$ cat src/rtl/sram_mem_responder_pkg.sv
// Shared types and constants for the MEM-stage SRAM responder.
package arm_mem_pkg;

  typedef enum logic [2:0] {
    IDLE = 3'd0,
    LOW  = 3'd1,
    HIGH = 3'd2,
    DONE = 3'd3,
    ERR  = 3'd4
  } state_e;

  localparam logic [31:0] BASE_ADDR_DEFAULT = 32'd1024;

  localparam logic LO_HALF = 1'b0;
  localparam logic HI_HALF = 1'b1;

endpackage

$ cat src/rtl/sram_mem_responder_if.sv
// Core-side MEM-stage bus: request, store data, load result and back-pressure.
interface sram_mem_responder_if;

  logic        rd_en;
  logic        wr_en;
  logic [31:0] address;
  logic [31:0] wr_data;
  logic [31:0] rd_data;
  logic        ready;
  logic        err;

  modport master (
    output rd_en, wr_en, address, wr_data,
    input  rd_data, ready, err
  );

  modport slave (
    input  rd_en, wr_en, address, wr_data,
    output rd_data, ready, err
  );

endinterface

$ cat src/rtl/sram_mem_responder_wait_counter.sv
// Per-phase wait timer: loads WAIT_CYCLES-1, counts down to zero and flags the last clock.
module sram_wait_counter #(
  parameter int WAIT_CYCLES = 2
) (
  input  logic clk,
  input  logic rst,
  input  logic load,
  output logic last,
  output logic last_next
);

  localparam int CW = (WAIT_CYCLES > 1) ? $clog2(WAIT_CYCLES) : 1;
  localparam logic [CW-1:0] LOAD_VAL = CW'(WAIT_CYCLES - 1);

  logic [CW-1:0] cnt_q, cnt_d;

  always_comb begin
    cnt_d = cnt_q;
    if (load) begin
      cnt_d = LOAD_VAL;
    end else if (cnt_q != '0) begin
      cnt_d = cnt_q - CW'(1);
    end
  end

  always_ff @(posedge clk or negedge rst) begin
    if (!rst) cnt_q <= '0;
    else      cnt_q <= cnt_d;
  end

  assign last      = (cnt_q == '0);
  assign last_next = (cnt_d == '0);

endmodule

$ cat src/rtl/sram_mem_responder.sv
// MEM-stage responder splitting 32-bit accesses into two half-word async SRAM phases.
// Optional last-read bypass buffer: define SRAM_LAST_READ_BYPASS_EN.
//   state | meaning
//   IDLE  | waiting for rd_en/wr_en
//   LOW   | half-word 0 (bits 15:0) on the pad
//   HIGH  | half-word 1 (bits 31:16) on the pad
//   DONE  | access complete, ready=1
//   ERR   | out-of-range access, ready=1 err=1
module sram_mem_responder
  import arm_mem_pkg::*;
#(
  parameter logic [31:0] BASE_ADDR   = BASE_ADDR_DEFAULT,
  parameter int          ADDR_W      = 18,
  parameter int          WAIT_CYCLES = 2
) (
  input  logic                  clk,
  input  logic                  rst,
  sram_mem_responder_if.slave   bus,
  output logic [ADDR_W-1:0]     sram_addr,
  output logic [15:0]           sram_dq_out,
  output logic                  sram_dq_oe,
  input  logic [15:0]           sram_dq_in,
  output logic                  sram_we_n
);

  localparam int          WORD_W     = ADDR_W - 1;
  localparam logic [31:0] SPAN_BYTES = 32'd1 << (ADDR_W + 1);

  state_e              state_q, state_d;
  logic                is_wr_q, is_wr_d;
  logic [WORD_W-1:0]   word_q, word_d;
  logic [15:0]         wdata_hi_q, wdata_hi_d;
  logic [15:0]         lo_q, lo_d;
  logic [31:0]         rd_data_q, rd_data_d;
  logic [ADDR_W-1:0]   sram_addr_q, sram_addr_d;
  logic [15:0]         dq_out_q, dq_out_d;
  logic                dq_oe_q, dq_oe_d;
  logic                we_n_q, we_n_d;

  logic                req;
  logic                in_range;
  logic                hit;
  logic [31:0]         off;
  logic [WORD_W-1:0]   req_word;
  logic [31:0]         byp_data;
  logic                cnt_load;
  logic                cnt_last;
  logic                cnt_last_next;

  assign req      = bus.rd_en | bus.wr_en;
  assign off      = bus.address - BASE_ADDR;
  assign req_word = off[ADDR_W:2];
  assign in_range = (bus.address >= BASE_ADDR) && (off < SPAN_BYTES);

  sram_wait_counter #(.WAIT_CYCLES(WAIT_CYCLES)) u_wait (
    .clk       (clk),
    .rst       (rst),
    .load      (cnt_load),
    .last      (cnt_last),
    .last_next (cnt_last_next)
  );

`ifdef SRAM_LAST_READ_BYPASS_EN
  logic              buf_valid_q, buf_valid_d;
  logic [WORD_W-1:0] buf_word_q, buf_word_d;
  logic [31:0]       buf_data_q, buf_data_d;

  assign hit = (state_q == IDLE) && bus.rd_en && !bus.wr_en && in_range &&
               buf_valid_q && (buf_word_q == req_word);
  assign byp_data = buf_data_q;

  // Buffer is refreshed/invalidated in DONE, when rd_data_q already holds the new word.
  always_comb begin
    buf_valid_d = buf_valid_q;
    buf_word_d  = buf_word_q;
    buf_data_d  = buf_data_q;
    if (state_q == DONE) begin
      if (!is_wr_q) begin
        buf_valid_d = 1'b1;
        buf_word_d  = word_q;
        buf_data_d  = rd_data_q;
      end else if (buf_word_q == word_q) begin
        buf_valid_d = 1'b0;
      end
    end
  end

  always_ff @(posedge clk or negedge rst) begin
    if (!rst) begin
      buf_valid_q <= 1'b0;
      buf_word_q  <= '0;
      buf_data_q  <= '0;
    end else begin
      buf_valid_q <= buf_valid_d;
      buf_word_q  <= buf_word_d;
      buf_data_q  <= buf_data_d;
    end
  end

  assign bus.rd_data = hit ? buf_data_q : rd_data_q;
`else
  assign hit         = 1'b0;
  assign byp_data    = '0;
  assign bus.rd_data = rd_data_q;
`endif

  always_comb begin
    state_d     = state_q;
    is_wr_d     = is_wr_q;
    word_d      = word_q;
    wdata_hi_d  = wdata_hi_q;
    lo_d        = lo_q;
    rd_data_d   = rd_data_q;
    sram_addr_d = sram_addr_q;
    dq_out_d    = dq_out_q;
    dq_oe_d     = 1'b0;
    we_n_d      = 1'b1;
    cnt_load    = 1'b0;

    case (state_q)
      IDLE: begin
        if (hit) begin
          rd_data_d = byp_data;
        end else if (req) begin
          is_wr_d    = bus.wr_en;
          word_d     = req_word;
          wdata_hi_d = bus.wr_data[31:16];
          if (!in_range) begin
            state_d = ERR;
            if (!bus.wr_en) rd_data_d = '0;
          end else begin
            state_d     = LOW;
            cnt_load    = 1'b1;
            sram_addr_d = {req_word, LO_HALF};
            if (bus.wr_en) dq_out_d = bus.wr_data[15:0];
          end
        end
      end
      LOW: begin
        if (cnt_last) begin
          state_d     = HIGH;
          cnt_load    = 1'b1;
          lo_d        = sram_dq_in;
          sram_addr_d = {word_q, HI_HALF};
          if (is_wr_q) dq_out_d = wdata_hi_q;
        end
      end
      HIGH: begin
        if (cnt_last) begin
          state_d = DONE;
          if (!is_wr_q) rd_data_d = {sram_dq_in, lo_q};
        end
      end
      DONE:    state_d = IDLE;
      ERR:     state_d = IDLE;
      default: state_d = IDLE;
    endcase

    // Strobe is released on the final clock of each phase so address/data hold past we_n rising.
    if (is_wr_d && ((state_d == LOW) || (state_d == HIGH))) begin
      dq_oe_d = 1'b1;
      we_n_d  = (WAIT_CYCLES == 1) ? 1'b0 : cnt_last_next;
    end
  end

  always_ff @(posedge clk or negedge rst) begin
    if (!rst) begin
      state_q     <= IDLE;
      is_wr_q     <= 1'b0;
      word_q      <= '0;
      wdata_hi_q  <= '0;
      lo_q        <= '0;
      rd_data_q   <= '0;
      sram_addr_q <= '0;
      dq_out_q    <= '0;
      dq_oe_q     <= 1'b0;
      we_n_q      <= 1'b1;
    end else begin
      state_q     <= state_d;
      is_wr_q     <= is_wr_d;
      word_q      <= word_d;
      wdata_hi_q  <= wdata_hi_d;
      lo_q        <= lo_d;
      rd_data_q   <= rd_data_d;
      sram_addr_q <= sram_addr_d;
      dq_out_q    <= dq_out_d;
      dq_oe_q     <= dq_oe_d;
      we_n_q      <= we_n_d;
    end
  end

  assign bus.ready   = ((state_q == IDLE) && (!req || hit)) ||
                       (state_q == DONE) || (state_q == ERR);
  assign bus.err     = (state_q == ERR);
  assign sram_addr   = sram_addr_q;
  assign sram_dq_out = dq_out_q;
  assign sram_dq_oe  = dq_oe_q;
  assign sram_we_n   = we_n_q;

endmodule

$ cat src/flat_wrapper.sv
// flat-port wrapper written by rule: the top's interface ports become plain ports
module sram_mem_responder_flat import arm_mem_pkg::*;
#(
  parameter logic [31:0] BASE_ADDR   = BASE_ADDR_DEFAULT,
  parameter int          ADDR_W      = 18,
  parameter int          WAIT_CYCLES = 2
)
  (clk, rst, sram_addr, sram_dq_out, sram_dq_oe, sram_dq_in, sram_we_n, bus_rd_en, bus_wr_en, bus_address, bus_wr_data, bus_rd_data, bus_ready, bus_err);
  sram_mem_responder_if bus_i ();
  input  logic clk;
  input  logic rst;
  output logic [ADDR_W-1:0] sram_addr;
  output logic [15:0] sram_dq_out;
  output logic sram_dq_oe;
  input  logic [15:0] sram_dq_in;
  output logic sram_we_n;
  input wire logic [$bits(bus_i.rd_en)-1:0] bus_rd_en;
  input wire logic [$bits(bus_i.wr_en)-1:0] bus_wr_en;
  input wire logic [$bits(bus_i.address)-1:0] bus_address;
  input wire logic [$bits(bus_i.wr_data)-1:0] bus_wr_data;
  output wire logic [$bits(bus_i.rd_data)-1:0] bus_rd_data;
  output wire logic [$bits(bus_i.ready)-1:0] bus_ready;
  output wire logic [$bits(bus_i.err)-1:0] bus_err;
  assign bus_i.rd_en = bus_rd_en;
  assign bus_i.wr_en = bus_wr_en;
  assign bus_i.address = bus_address;
  assign bus_i.wr_data = bus_wr_data;
  assign bus_rd_data = bus_i.rd_data;
  assign bus_ready = bus_i.ready;
  assign bus_err = bus_i.err;
  sram_mem_responder #(.BASE_ADDR(BASE_ADDR), .ADDR_W(ADDR_W), .WAIT_CYCLES(WAIT_CYCLES)) u_core (.clk(clk), .rst(rst), .bus(bus_i), .sram_addr(sram_addr), .sram_dq_out(sram_dq_out), .sram_dq_oe(sram_dq_oe), .sram_dq_in(sram_dq_in), .sram_we_n(sram_we_n));
endmodule
$ cat config.mk
export PLATFORM = sky130hd
export DESIGN_NAME = sram_mem_responder_flat
export DESIGN_NICKNAME = d
export VERILOG_FILES = /design/src/rtl/sram_mem_responder_pkg.sv /design/src/rtl/sram_mem_responder_if.sv /design/src/rtl/sram_mem_responder_wait_counter.sv /design/src/rtl/sram_mem_responder.sv /design/src/flat_wrapper.sv
export SDC_FILE = /design/constraint.sdc
export NUM_CORES = 1
export LEC_CHECK = 0
export ABC_AREA = 1
export CAP_MARGIN = 20
export CORE_MARGIN = 2
export CORE_UTILIZATION = 45
export DETAILED_ROUTE_END_ITERATION = 8
export GPL_TIMING_DRIVEN = 0
export HOLD_SLACK_MARGIN = 0.03
export PLACE_DENSITY = 0.71
export SLEW_MARGIN = 20
export SYNTH_ARGS = -nofsm -noshare
export SYNTH_HDL_FRONTEND = slang
export SYNTH_HIERARCHICAL = 1
export SYNTH_SLANG_ARGS = --single-unit
$ cat constraint.sdc
create_clock -name clk -period 3.8 [get_ports clk]
set_clock_uncertainty 0.05 [all_clocks]
set_input_delay 0.76 -clock clk [delete_from_list [all_inputs] [get_ports clk]]
set_output_delay 0.76 -clock clk [all_outputs]
set_load 0.005 [all_outputs]
After elaboration in Yosys (flattened, before gate mapping)

Index checks and enable logic that the tools add are counted.
Widths: inputs -> output; s select.

Register bits: 122
Input bits: 84
Output and inout bits: 70
Word-level logic and storage cells: 79

Add/sub/neg operators: 2
Order comparisons: 2
Equality and inequality tests: 15
Mux-type cells: 31
Bitwise logic cells: 3
Reductions and logical operators: 15

Operators by type and width:

| kind                   | number |
|---|---|
| $mux 32                | 5 |
| $mux 16                | 5 |
| $pmux 32 s2            | 1 |
| $mux 18                | 3 |
| $pmux 18 s2            | 1 |
| $ge 32x11->1 const B   | 1 |
| $lt 32x20->1 const B   | 1 |
| $pmux 16 s2            | 1 |
| $sub 32x11->32 const B | 1 |
| $mux 3                 | 4 |
| $ne 2x2->1 const B     | 6 |
| $reduce_and 6->1       | 2 |
| $eq 3x2->1 const B     | 3 |
| $mux 1                 | 9 |
| $pmux 3 s3             | 1 |
| $eq 3x1->1 const B     | 2 |
| $ne 2x1->1 const B     | 3 |
| $reduce_and 2->1       | 2 |
| $reduce_and 4->1       | 1 |
| $reduce_bool 2->1      | 2 |
| $eq 3x3->1 const B     | 1 |
| $logic_and 1x1->1      | 3 |
| $logic_not 3->1        | 1 |
| $logic_or 1x1->1       | 3 |
| other kinds (5)        | 6 |

Longest topological paths before layout

Depth in word-level cells: 10
Gate-level depth with buffers: 16
Gate-level depth less buffers: 15

By module

Netlist, hierarchy kept.

By module, submodules not included:

| module             | instances | cells an instance | area an instance (sq um) | seq. area each (sq um) |
|---|---|---|---|---|
| sram_mem_responder | 1         | 812               | 6,064.6                  | 3,029.2 |
| sram_wait_counter  | 1         | 3                 | 32.5                     | 25.0 |

Least setup slack after synthesis

OpenSTA, ideal clock, no wires.

Path type: input-to-reg
Start: in bus_address[10]
End: reg u_core.dq_out_q[10] (netlist: u_core/sram_dq_out[10])
Setup time: 0.117 ns
Data arrival time: 2.362 ns
Required time: 3.633 ns
Path slack: 1.271 ns
Cell stages on the path: 14
Buffers on the path: 1
Path through: inv_1 ha_1 nand2_2 nor2_2 nand3_1 nand2_1 nand3_1 nor2_2 nand4_4 nand2_4 nand2_4 buf_6 nand2_1 nand2_1

Word-level cells in the longest chain between the ends: 5

Ends and longest elaborated chain:

| what                         | RTL line                  | text |
|---|---|---|
| from (decl)                  | flat_wrapper.sv:19        | `input wire logic [$bits(bus_i.address)-1:0] bus_address;` |
| $sub 32x11->32               | sram_mem_responder.sv:51  | `assign off = bus.address - BASE_ADDR;` |
| $lt 32x20->1                 | sram_mem_responder.sv:53  | `assign in_range = (bus.address >= BASE_ADDR) && (off < SPAN_BYTES);` |
| $logic_and 1x1->1 *          | sram_mem_responder.sv:53  |  |
| $ne 2x1->1 (no line) *       | --                        |  |
| $reduce_and 6->1 (no line) * | --                        |  |
| to (signal assigned)         | sram_mem_responder.sv:186 | `dq_out_q <= dq_out_d;` |
| to (decl)                    | sram_mem_responder.sv:36  | `logic [15:0] dq_out_q, dq_out_d;` |

Every way passes the cells marked *; elsewhere a longest branch is shown, timed or not.
A chain may end at the register's enable or synchronous reset.

Worst setup path in the final report

Start: in bus_address[10]
End: reg u_core.dq_out_q[15] (netlist: u_core/sram_dq_out[15])

Word-level cells in the longest chain between the ends: 5

Ends and longest elaborated chain:

| what                       | RTL line                 | text |
|---|---|---|
| $sub 32x11->32             | sram_mem_responder.sv:51 |  |
| net u_core.off[10]         | sram_mem_responder.sv:43 | `logic [31:0] off;` |
| $lt 32x20->1               | sram_mem_responder.sv:53 |  |
| $logic_and 1x1->1          | sram_mem_responder.sv:53 |  |
| $ne 2x1->1 (no line)       | --                       |  |
| $reduce_and 6->1 (no line) | --                       |  |

The timed path passes the listed nets, and every way through them passes these cells.

==> summary.md <==
The run gives 333.6 MHz as the upper clock frequency limit. By instance count, the cell type seen most on the critical path is sky130_fd_sc_hd__nand2_1. TritonCTS built the clock tree. The final layout contains 1071 nets. Remaining global-route overflow: 0. Buffers placed on the I/O ports in this run total 151. Routability-driven placement finished with a final weighted congestion of 0.8901. Summing over every cut layer, the via total after detailed routing is 5739.

The depth of the worst register-to-register path is 9. The final critical delay including setup and external delays works out to 2997 ps. The run gives 0.6380 as the core occupancy in the finished layout. Dividing the detail-routed wire length by the instance count gives 13.73 um.

The sequential element share of the synthesized area was 0.5009; the post-CTS setup-driven buffer insertion count was 0. The multi-input gate area in the final layout came out at 2482 um^2. The logs give 0.3736 for the relative slew slack and 0 for the number of antenna violations at the first check in global routing.

The floorplan step defined a core boundary enclosing 13240 um^2. The final number of setup-violating endpoints was 0; the count of synthesis-stage warnings from yosys was 6. Counting every net in the synthesized netlist gives 900. The worst setup path is captured at a register. For the leakage power, the log shows 0.004253 uW. The synthesis-stage register bit count came out at 122.

The detailed-route DRC error count is 0, and the worst supply voltage drop on vdd is 0.3528 mV. In this run the number of H-tree levels came out at 4. STA puts the critical path data required time at 4060 ps. The tools report the final max-slew violation count as 0. Detailed placement finished with a half-perimeter wire length of 11760 um.

The mean instance size in the synthesized netlist is 7.481 um^2. Via count of the first global-routing pass: 5559. The fraction of final layout cells sized beyond drive strength 1 was 0.06507.

In this run, post-CTS repair resized a total of 0 instances. Dividing total power by cell area gives a power density of 666.3 nW/um^2. In this run, post-CTS hold repair placed 0 buffers. The number of library cell types mapped by synthesis came out at 31.

Max-cap violations in this run came to 0. The design draws 5630 uW. Number of DRC markers after the initial detailed-route iteration: 491. Measured along the x axis, the die boundary spans 120.4 um. The tools report the number of iterations in the first detailed-routing pass as 4. In the routed layout, each cell is associated on average with a via count of 4.884. In this design, the stage delay of the slowest critical-path cell is 450 ps. The worst setup path category was primary input to register. Once detail routing completed, the nets flagged for antenna violations numbered 0.

The tools report the post-synthesis cell count as 815. The share of the cycle needed by the critical path after routing is 0.7887. On the critical path, the stage with the largest delay is an instance of sky130_fd_sc_hd__clkdlybuf4s50_1. The repair_antennas step left the layout with diodes totalling 0. The class of the worst hold path is primary input to asynchronous set/reset pin. From synthesis to final layout, the design area changed by 38.58%. The longest clock path from root to sink contains 2 buffers. The total routing usage reported by global routing came out at 0.2383. The total wire length after detailed routing is 16130 um, and the total number of clock tree sinks is 122.

The later pin in the worst-skew pair is clocked with a latency of 420 ps. The first global-routing pass estimated 27150 um of wire. The clock-pin slew on the worst setup and hold paths came out at 50 ps.

The tools report the kind of start point of the critical path as a primary input. Setup repair after global routing left no endpoint under its margin. The tools report the number of hold violations in the final report as 0.

The sequential cells in the finished layout cover a total of 3054 um^2. The top cell type's share of synthesized area works out to 0.4966. In this run, CTS created clock tree buffers numbering 17.

In this run the worst path has a maximum fanout of 10. The die is 120.4 um tall. The die covers 14500 um^2.

For the pin with the worst max-slew slack, the measured transition is 936.2 ps. The signal arrival time at the worst endpoint is 3250 ps, and the number of core rows is 42. The pin count of the biggest net entering global routing came out at 69. The run finished with clean final reports. Traced cell by cell, the critical path runs through clkdlybuf4s50_1 -> inv_1 -> ha_1 -> nand2_2 -> nor2_2 -> nand3_1 -> nand2_1 -> nand3_1 -> nor2_2 -> nand4_4 -> nand2_4 -> nand2_4 -> buf_6 -> nand2_1 -> nand2_1.

The initial core utilization is 0.4604, and the area of the mapped netlist is 6097 um^2. The tree is rooted in a sky130_fd_sc_hd__clkbuf_16. Pin placement for this block handled 154 I/O pins.

The filler cells instantiated in the layout total 1253. By area the synthesized netlist is led by sky130_fd_sc_hd__dfrtp_1 (50%), sky130_fd_sc_hd__nand2_1 (16%), sky130_fd_sc_hd__nand3_1 (7.1%). Most area-hungry cell type in the Yosys netlist: sky130_fd_sc_hd__dfrtp_1.
-- per-layer routing --
layer  vias to the layer above  share of wire  wire [um]  GRT usage
li1                       2882              -          -          -
met1                      2688           0.44       7105     0.3070
met2                       148           0.50       7992     0.4022
met3                        21          0.049        794    0.05425
met4                         0          0.015        238    0.06977
met5                         -              0          0          0
-- final timing paths --
path | slack, ps | from | to
worst max-delay path | 800 | bus_address[10] | u_core/sram_dq_out[15]
worst min-delay path | 270 | rst | u_core/word_q[12]
worst max register to register | 1070 | u_core/state_q[2] | u_core/sram_dq_out[15]
worst min register to register | 420 | u_core/sram_dq_out[12] | u_core/sram_dq_out[12]
max in group asynchronous | 2670 | rst | u_core/sram_we_n
min in group clk | 420 | u_core/sram_dq_out[12] | u_core/sram_dq_out[12]
-- cell usage in the layout, fill, tap and decap left out, types with 17 or more instances in the layout --
| master | n |
|---|---|
| sky130_fd_sc_hd__clkdlybuf4s50_1 | 150 |
| sky130_fd_sc_hd__nor2_1 | 72 |
| sky130_fd_sc_hd__nand2_1 | 268 |
| sky130_fd_sc_hd__nand3_1 | 87 |
| sky130_fd_sc_hd__clkbuf_16 | 17 |
| sky130_fd_sc_hd__o21ai_0 | 82 |
| sky130_fd_sc_hd__clkbuf_1 | 22 |
| sky130_fd_sc_hd__inv_1 | 101 |
| sky130_fd_sc_hd__dfrtp_1 | 121 |
-- cells by family after synthesis --
family | synth area share
AND/OR/NAND/NOR | 0.3232
buffers and inverters | 0.09193
XOR/XNOR | 0.01006
adder cells (fa/ha/maj) | 0.002052
flip-flops | 0.5009
AO/OA/AOI/OAI | 0.07182
-- worst max-delay path, delay by kind of cell --
| family | cells | cell delay [ps] |
|---|---|---|
| AND/OR/NAND/NOR | 11 | 1530 |
| buffers and inverters | 3 | 720 |
| adder cells (fa/ha/maj) | 1 | 250 |
-- per-stage QoR --
stage               hold WS [ps]  TNS [ps]  setup slack (ps)  std cells  area (um^2)
global route               329.8         0             505.9       1175         8449
global placement           402.6   -344560             -2846       1142         7829
detailed placement         408.3         0             394.0       1143         7858
finish                     273.2         0             802.8       1175         8449
CTS                        312.9         0             807.8       1175         8449
floorplan                  392.2         0              1271        815         6097
-- Yosys cell counts (all sizes together) --
cell type  instances
nand2            277
inv              104
clkinv             2
dfrtp            121
xnor2              1
buf               14
nand4              8
clkbuf            20
nand3b             2
and2               2
a211o              1
nor3b              1
o22ai              3
o21ai             82
nor3               3
nand3             87
ha                 1
xor2               6
dfstp              1
nor2              79
-- report_power, final --
part           total, uW  switching [uW]  internal (uW)
Sequential          2020             213           1800
Clock               1590             577           1020
Combinational       2020            1140            883
-- layout make-up --
type	count	area share
Buffer	34	0.01925
Clock buffer	22	0.05612
Clock inverter	10	0.01392
Inverter	106	0.04709
Multi-Input combinational cell	553	0.2938
Sequential cell	122	0.3615
Tap cell	176	0.02606
Timing Repair Buffer	152	0.1823
-- flip-flops by register name, summed over array words and instances (netlist names) --
name and count:
u_core/u_wait/cnt_q 1, u_core/is_wr_q 1, u_core/bus.rd_data 32, u_core/sram_dq_oe 1
u_core/word_q 17, u_core/state_q 3, u_core/sram_addr 18, u_core/lo_q 16
u_core/sram_dq_out 16, u_core/wdata_hi_q 16, u_core/sram_we_n 1
No activity file was read; power rests on OpenSTA's default activity.
